==> src/rtl/data_sync_tx_arbiter.sv <==
// Round-robin arbiter sharing one DATA_SYNC synchronizer among NUM_REQ requesters; all outputs registered.
// GNT/EN one cycle after REQ is sampled; REQ is ignored (held off) while BUSY, EN high HOLD_CYCLES then low GAP_CYCLES.
module data_sync_tx_arbiter #(
  parameter int NUM_REQ    = 4,
  parameter int BUS_WIDTH  = 8,
  parameter int NUM_STAGES = 3,
  parameter int GAP_CYCLES = 2,
  localparam int ID_W      = (NUM_REQ > 2) ? $clog2(NUM_REQ) : 1
) (
  input  logic                         CLK,
  input  logic                         RST,
  input  logic [NUM_REQ-1:0]           REQ,
  input  logic [NUM_REQ*BUS_WIDTH-1:0] REQ_DATA,
  output logic [NUM_REQ-1:0]           GNT,
  output logic [ID_W-1:0]              GRANT_ID,
  output logic                         BUSY,
  output logic                         EN,
  output logic [BUS_WIDTH-1:0]         UNSYNC_BUS
);

  localparam int HOLD_CYCLES = NUM_STAGES + 1;
  localparam int CNT_MAX     = (HOLD_CYCLES > GAP_CYCLES) ? HOLD_CYCLES : GAP_CYCLES;
  localparam int CNT_W       = $clog2(CNT_MAX) + 1;

  typedef enum logic [1:0] {IDLE, HOLD, GAP} state_t;

  state_t               state, state_nxt;
  logic [CNT_W-1:0]     cnt, cnt_nxt;
  logic [ID_W-1:0]      ptr, ptr_nxt;
  logic [NUM_REQ-1:0]   gnt_nxt;
  logic [ID_W-1:0]      id_nxt;
  logic                 busy_nxt;
  logic                 en_nxt;
  logic [BUS_WIDTH-1:0] bus_nxt;

  logic                 found;
  logic [ID_W-1:0]      sel;
  logic [BUS_WIDTH-1:0] sel_dat;
  int                   idx;

  // Scan from the slot after the last winner, wrapping, so priority rotates.
  always_comb begin
    found   = 1'b0;
    sel     = '0;
    sel_dat = '0;
    idx     = 0;
    for (int k = 1; k <= NUM_REQ; k++) begin
      idx = int'(ptr) + k;
      if (idx >= NUM_REQ) idx = idx - NUM_REQ;
      if (!found && REQ[idx]) begin
        found   = 1'b1;
        sel     = ID_W'(idx);
        sel_dat = REQ_DATA[idx*BUS_WIDTH +: BUS_WIDTH];
      end
    end
  end

  always_comb begin
    state_nxt = state;
    cnt_nxt   = cnt;
    ptr_nxt   = ptr;
    gnt_nxt   = '0;
    id_nxt    = GRANT_ID;
    busy_nxt  = BUSY;
    en_nxt    = EN;
    bus_nxt   = UNSYNC_BUS;
    case (state)
      IDLE: begin
        if (found) begin
          state_nxt = HOLD;
          cnt_nxt   = '0;
          ptr_nxt   = sel;
          gnt_nxt   = NUM_REQ'(1) << sel;
          id_nxt    = sel;
          busy_nxt  = 1'b1;
          en_nxt    = 1'b1;
          bus_nxt   = sel_dat;
        end
      end
      HOLD: begin
        if (cnt == CNT_W'(HOLD_CYCLES - 1)) begin
          state_nxt = GAP;
          cnt_nxt   = '0;
          en_nxt    = 1'b0;
        end else begin
          cnt_nxt = cnt + 1'b1;
        end
      end
      GAP: begin
        if (cnt == CNT_W'(GAP_CYCLES - 1)) begin
          state_nxt = IDLE;
          cnt_nxt   = '0;
          busy_nxt  = 1'b0;
        end else begin
          cnt_nxt = cnt + 1'b1;
        end
      end
      default: begin
        state_nxt = IDLE;
        cnt_nxt   = '0;
        busy_nxt  = 1'b0;
        en_nxt    = 1'b0;
      end
    endcase
  end

  always_ff @(posedge CLK) begin
    if (RST) begin
      state      <= IDLE;
      cnt        <= '0;
      ptr        <= ID_W'(NUM_REQ - 1);
      GNT        <= '0;
      GRANT_ID   <= '0;
      BUSY       <= 1'b0;
      EN         <= 1'b0;
      UNSYNC_BUS <= '0;
    end else begin
      state      <= state_nxt;
      cnt        <= cnt_nxt;
      ptr        <= ptr_nxt;
      GNT        <= gnt_nxt;
      GRANT_ID   <= id_nxt;
      BUSY       <= busy_nxt;
      EN         <= en_nxt;
      UNSYNC_BUS <= bus_nxt;
    end
  end

endmodule
==> config.mk <==
export PLATFORM = sky130hd
export DESIGN_NAME = data_sync_tx_arbiter
export DESIGN_NICKNAME = d
export VERILOG_FILES = /design/src/rtl/data_sync_tx_arbiter.sv
export SDC_FILE = /design/constraint.sdc
export NUM_CORES = 1
export LEC_CHECK = 0
export CAP_MARGIN = 40
export CORE_MARGIN = 5
export CORE_UTILIZATION = 46
export CTS_CLUSTER_SIZE = 40
export DETAILED_ROUTE_END_ITERATION = 8
export PLACE_DENSITY = 0.82
export SYNTH_ARGS = -nofsm -noshare
export SYNTH_HDL_FRONTEND = slang
export SYNTH_SLANG_ARGS = --single-unit
==> constraint.sdc <==
create_clock -name CLK -period 2.75 [get_ports CLK]
set_input_delay 0.4125 -clock CLK [delete_from_list [all_inputs] [get_ports CLK]]
set_output_delay 0.4125 -clock CLK [all_outputs]
set_load 0.03 [all_outputs]
==> run metrics, run 1 <==
DRT Pass-1 Iters 4; largest net degree at the start of global routing 37; GRT overflow 0; Worst Max-Slew Pin Slew 0.749 ns; EDFF count, synth 0; Worst Path Required 2.91 ns; Die Y roughly 82 microns; post-route cell area about 0.0030 sq mm; Worst slew margin 49.7%; initial antenna violation count 0; hold path start GRANT_ID[1]$_SDFFE_PP0P_; antenna-violating nets left 0; Simple-Gate Fraction of Synth Area 16.1%; Yosys warnings 0; syn nets around 280; element type at the critical path start register; via/cell ratio 5.99; DPL Wire Length ~4.6 mm; clock root cell clkbuf_8; worst skew pair latency roughly 0.26 ns; crit path DAT between 2 and 3 ns; setup ws final approximately 0.32 ns; num ports 54; CP Class register to register; switching part of the total between 40 and 50%; Die Wd just over 80 microns; Setup crit start ptr[0]$_SDFFE_PP1P_; Area Growth Syn to Fin 26.9%; cts hold-fix bufs 0; DR DRC count 0; RD Place Congestion 0.851; H-tree depth 1; pwr dens approximately 930 mW/mm^2; Mapped Cells roughly 230; Tot GR Track Use 17.9%; mux contribution to synthesized area 35.0%; Logic pwr share 75.6%; Crit Path Max Fanout 13; clock tree buffer depth 2; Reg clk slew, reported paths ~0.080 ns; multi-input logic area around 0.0018 sq mm; Max VDD drop between 500 and 600 uV; post-synthesis adder-cell area fraction 6.85%; Max Slew Vio Count 0; final hold viol count 0; CTS Sinks 23; status complete, no violations; Die Area about 0.0067 sq mm; clock buffer count from CTS 3; core area roughly 0.0051 sq mm; Setup crit end kind register; Filler Cells Inserted about 450; Post-CTS Resized 0; vias in the first global route about 2000; Int Pwr between 0.0015 and 0.002 W; num rows 26; Port Buffers 53; Pwr Total 0.00281 W; share of cells above drive strength 1 about 22%; RSZ-0062 raised after global routing false; Hold Path Class register to register; nets@finish roughly 330; Vias between 2000 and 2500; Yosys cell types 44; fraction of registers with async set/reset 0%; Post CTS Setup Buffer Count 0; switching power roughly 0.0013 W; WL final slightly below 6 mm; final number of setup-violating endpoints 0; part of the cycle the worst path needs between 80% and 90%; Seq. cell area approximately 460 sq um; pre-CTS setup slack about 0.13 ns; sequential share of power about 17%; post-DR wirelength/cell 16.6 microns; initial DRC count roughly 120; Placed Instance Area between 0.002 and 0.003 sq mm; compound-cell area share of the yosys netlist 17.3%; antenna diode count 0; initial core utilization between 40% and 50%; Mapped Area 0.00237 sq mm; synthesized area per cell roughly 10 sq um; MaxCap Viol Count 0; reg2reg start ptr[0]$_SDFFE_PP1P_; Tmin final approximately 2.4 ns; xor-xnor portion of the synthesized cell area 0.369%; first-pass GRT wire length approximately 9.4 mm; Seq/Total Area, Yosys roughly a fifth; flops & latches, synth 23; CTS tree done; clock network fraction of total power 7.2%; prevailing post-synth register cell dfxtp_1; maximum clock rate between 0.4 and 0.5 GHz; leakage approximately 1.1 nW; largest family of logic cells by synthesized area multiplexers; final setup skew between 0.006 and 0.007 ns; Setup TNS 0 ns
[critical path: stages (launching register included)]
cell and delay [ns]:
dfxtp_2 0.34, inv_1 0.10, ha_1 0.44, mux4_2 0.48, or2_2 0.38, o21ai_0 0.29, nor4b_1 0.30
[kinds of logic after synthesis]
family          after synthesis
compound gates               56
xor+xnor                      1
fa+ha+maj                    13
buf+inv                      26
flops                        23
mux                          46
simple gates                 67
[cell type report]
cell class	count	share of cell area [%]
clock buffer	4	1.50
sequential	23	15.3
multi-input combinational	183	59.6
inverter	11	1.37
tap	70	2.91
timing repair buffer	60	19.4
[routing by layer]
metal / wire length, microns / vias up / global-route usage (%)
met5: 0 / - / 0
met1: 2530 / 1004 / 24.8
met3: 399 / 7 / 2.52
met4: 55 / 0 / 4.65
li1: - / 1013 / -
met2: 2840 / 79 / 29.2
[power by group through the flow]
stage | clock network (W) | registers (W) | logic (W)
detailed placement | 0 | 0.000493 | 0.00211
finish | 0.000202 | 0.000484 | 0.00213
floorplan | 0 | 0.000633 | 0.00147
CTS | 0.000207 | 0.000486 | 0.00212
global placement | 0 | 0.000491 | 0.00207
global route | 0.000223 | 0.000496 | 0.00231
[sequential cells by signal (all words and copies together) (netlist names)]
name	cells
UNSYNC_BUS	8
GNT	4
cnt	3
GRANT_ID	2
ptr	2
state	2
BUSY	1
EN	1
[worst paths after layout]
check | end | slack (ns) | depth (start not counted)
hold reg to reg | GRANT_ID[1]$_SDFFE_PP0P_ | 0.46 | 2
setup / recovery | GNT[0]$_SDFF_PP0_ | 0.32 | 6
setup reg to reg | GNT[0]$_SDFF_PP0_ | 0.32 | 6
hold / removal | GRANT_ID[1]$_SDFFE_PP0P_ | 0.46 | 2
[layout by cell type, fill, tap and decap left out, types with 2 or more instances in the layout]
| cell | netlist | routed |
|---|---|---|
| a211oi_1 | 5 | 5 |
| a21oi_1 | 11 | 11 |
| a221o_1 | 7 | 7 |
| a221oi_1 | 2 | 2 |
| a22oi_1 | 8 | 8 |
| a311oi_1 | 2 | 2 |
| buf_4 | 2 | 7 |
| clkbuf_8 | 0 | 3 |
| clkdlybuf4s50_1 | 0 | 53 |
| dfxtp_1 | 23 | 22 |
| ha_1 | 13 | 13 |
| inv_1 | 11 | 11 |
| mux2_2 | 16 | 16 |
| mux2i_1 | 2 | 2 |
| mux4_2 | 28 | 28 |
| nand2_1 | 10 | 10 |
| nand2b_1 | 12 | 12 |
| nand3_1 | 11 | 11 |
| nor2_1 | 11 | 11 |
| nor2_4 | 2 | 2 |
| nor2b_1 | 10 | 10 |
| nor3_1 | 2 | 2 |
| o211ai_1 | 7 | 7 |
| o21ai_0 | 6 | 6 |
[synthesized netlist by cell type, types with 2 or more instances]
master    count  share of area [%]
mux4_2       28                 27
dfxtp_1      23                 19
mux2_2       16                7.6
ha_1         13                6.8
nand2b_1     12                3.2
a21oi_1      11                2.3
inv_1        11                1.7
nand3_1      11                2.3
nor2_1       11                1.7
nand2_1      10                1.6
nor2b_1      10                2.6
a22oi_1       8                2.5
a221o_1       7                3.0
o211ai_1      7                2.2
clkbuf_1      6               0.95
o21ai_0       6                1.3
a211oi_1      5                1.6
buf_2         5                1.1
a221oi_1      2               0.74
a311oi_1      2               0.74
buf_4         2               0.63
mux2i_1       2               0.84
nor2_4        2               0.95
nor3_1        2               0.42
[through the flow]
step                hold slack [ns]  std cells  utilization, %
floorplan                     0.457        232               -
global placement              0.433        347            58.5
detailed placement            0.454        347            58.5
CTS                           0.467        351            59.4
global route                  0.493        351            59.4
finish                        0.460        351            59.4
Note: power is estimated with default switching activity, not from simulation.
==> inputs of run 2 (changes only) <==
Settings changed: ABC_CLOCK_PERIOD_IN_PS set to 2750, PLACE_DENSITY 0.82 to 0.77.
==> run 2 against run 1 <==
Effect of this change:
- critical path depth rose by 1
- largest power group unchanged
- critical endpoint is now GNT[1]$_SDFF_PP0_
- maximum frequency fell by 5.7%
- sequential cell count did not move
- die area did not move
- highest routed layer unchanged
- largest cell class unchanged
- via count rose by 0.86%
==> run metrics, run 2 (synthesis gave the netlist of run 1 again) <==
switching part of the total 45.6%; vias in the first global route 1984; CP Class register to register; max reg flops 8; initial antenna violation count 0; first-pass GRT wire length 9.48 mm; dpl cells between 300 and 400; CTS Sinks 23; Filler Cells Inserted around 450; H-tree depth 1; Tot GR Track Use about 18%; Die Area ~0.0067 sq mm; via/cell ratio 6.06; most frequent cells in the layout 53 x clkdlybuf4s50_1, 28 x mux4_2, 22 x dfxtp_1; Die Wd slightly above 80 microns; status complete, no violations; final hold viol count 0; sequential share of power ~17%; Area Growth Syn to Fin 26.9%; worst skew pair latency about 0.28 ns; num rows 26; Max VDD drop ~640 uV; DR DRC count 0; initial core utilization between 40% and 50%; RD Place Congestion between 0.9 and 1; clock network fraction of total power ~8%; crit path DAT ~2.8 ns; clock tree buffer depth 2; Worst Max-Slew Pin Slew 0.780 ns; element type at the critical path start register; nets@finish roughly 330; RSZ-0062 raised after global routing false; clock buffer count from CTS 3; largest net degree at the start of global routing 50; clock root cell clkbuf_8; switching power ~0.0013 W; Vias 2121; post-DR wirelength/cell approximately 17 microns; Hold Path Class register to register; Logic pwr share between 70% and 80%; Die Y between 80 and 90 microns; antenna-violating nets left 0; final setup skew 0.0179 ns; GRT overflow 0; Int Pwr ~0.0015 W; final number of setup-violating endpoints 0; Tmin final between 2 and 3 ns; Setup TNS 0 ns; part of the cycle the worst path needs between 90% and 100%; Max Slew Vio Count 0; Setup crit end kind register; CTS tree done; DPL Wire Length between 4 and 5 mm; Worst slew margin 47.6%; fin cells 350; Port Buffers 53; Worst Path Required about 3 ns; MaxCap Viol Count 0; share of cells above drive strength 1 22.9%; Reg clk slew, reported paths about 0.10 ns; cts hold-fix bufs 0; num ports 54; Crit Path Max Fanout 12; maximum clock rate a little under 0.4 GHz; antenna diode count 0; core area 0.00507 sq mm; initial DRC count between 100 and 150; WL final slightly below 6 mm; most flop-heavy register UNSYNC_BUS; DRT Pass-1 Iters 4; post-layout util around three fifths; pwr dens between 900 and 1000 mW/mm^2; leakage about 1.1 nW; leading cell type in the layout, fill and taps excluded clkdlybuf4s50_1; Largest regs UNSYNC_BUS (8), GNT (4), cnt (3)
-- run 2: changes by cell type in the layout (fill, tap and decap cells not counted) --
cell | previous run | this run
nand4bb_1 | 1 | 0
clkbuf_1 | 1 | 0
buf_4 | 7 | 6
clkinvlp_4 | 0 | 1
nand4bb_2 | 0 | 1
-- run 2: power by group through the flow --
stage / Sequential, W / Clock, W / Combinational, W
3_5_place_dp: 0.000499 / 0 / 0.00210
5_1_grt: 0.000506 / 0.000241 / 0.00230
3_3_place_gp: 0.000502 / 0 / 0.00205
4_1_cts: 0.000493 / 0.000223 / 0.00210
6_report: 0.000491 / 0.000226 / 0.00213
2_1_floorplan: 0.000633 / 0 / 0.00147
-- run 2: final timing paths --
check / from / slack, ns / to / depth (start not counted)
max: ptr[0]$_SDFFE_PP1P_ / 0.17 / GNT[1]$_SDFF_PP0_ / 7
min: GRANT_ID[0]$_SDFFE_PP0P_ / 0.47 / GRANT_ID[0]$_SDFFE_PP0P_ / 2
max reg2reg: ptr[0]$_SDFFE_PP1P_ / 0.17 / GNT[1]$_SDFF_PP0_ / 7
min reg2reg: GRANT_ID[0]$_SDFFE_PP0P_ / 0.47 / GRANT_ID[0]$_SDFFE_PP0P_ / 2
-- run 2: metrics by stage --
stage	hold slack (ns)	cell area [sq um]	setup slack [ns]	power [W]
2_1_floorplan	0.457	2380	0.0265	0.00210
3_3_place_gp	0.453	2960	0.154	0.00256
3_5_place_dp	0.454	2960	0.0747	0.00260
4_1_cts	0.467	3010	0.137	0.00282
5_1_grt	0.490	3010	0.00777	0.00304
6_report	0.467	3010	0.173	0.00285
-- run 2: cell type report --
class | instances | area, sq um | area share (%)
clock inverters | 1 | 7.51 | 0.249
well taps | 70 | 87.6 | 2.91
inverters | 11 | 41.3 | 1.37
repair buffers | 59 | 576 | 19.1
flip-flops and latches | 23 | 462 | 15.3
multi-input cells | 183 | 1800 | 59.7
clock buffers | 3 | 41.3 | 1.37
-- run 2: per-layer routing --
layer  share of wire (%)  up-vias  global-route usage, %
met5                   0        -                      0
li1                    -     1014                      -
met1                  44     1027                   25.1
met3                 7.0        5                   2.74
met2                  49       75                   29.3
met4                0.71        0                   4.32
-- run 2: critical path, stage by stage, from the launching register on --
cell and delay, ns:
dfxtp_2 0.44, inv_1 0.14, ha_1 0.44, mux4_2 0.48
or4_4 0.62, nand2_2 0.14, nor2_1 0.05, and3_1 0.18
-- run 2: repair_timing --
| action | in CTS | in global routing |
|---|---|---|
| resized for setup | 0 | 1 |
| setup endpoints to repair | 0 | 1 |
| buffers inserted | 0 | 0 |
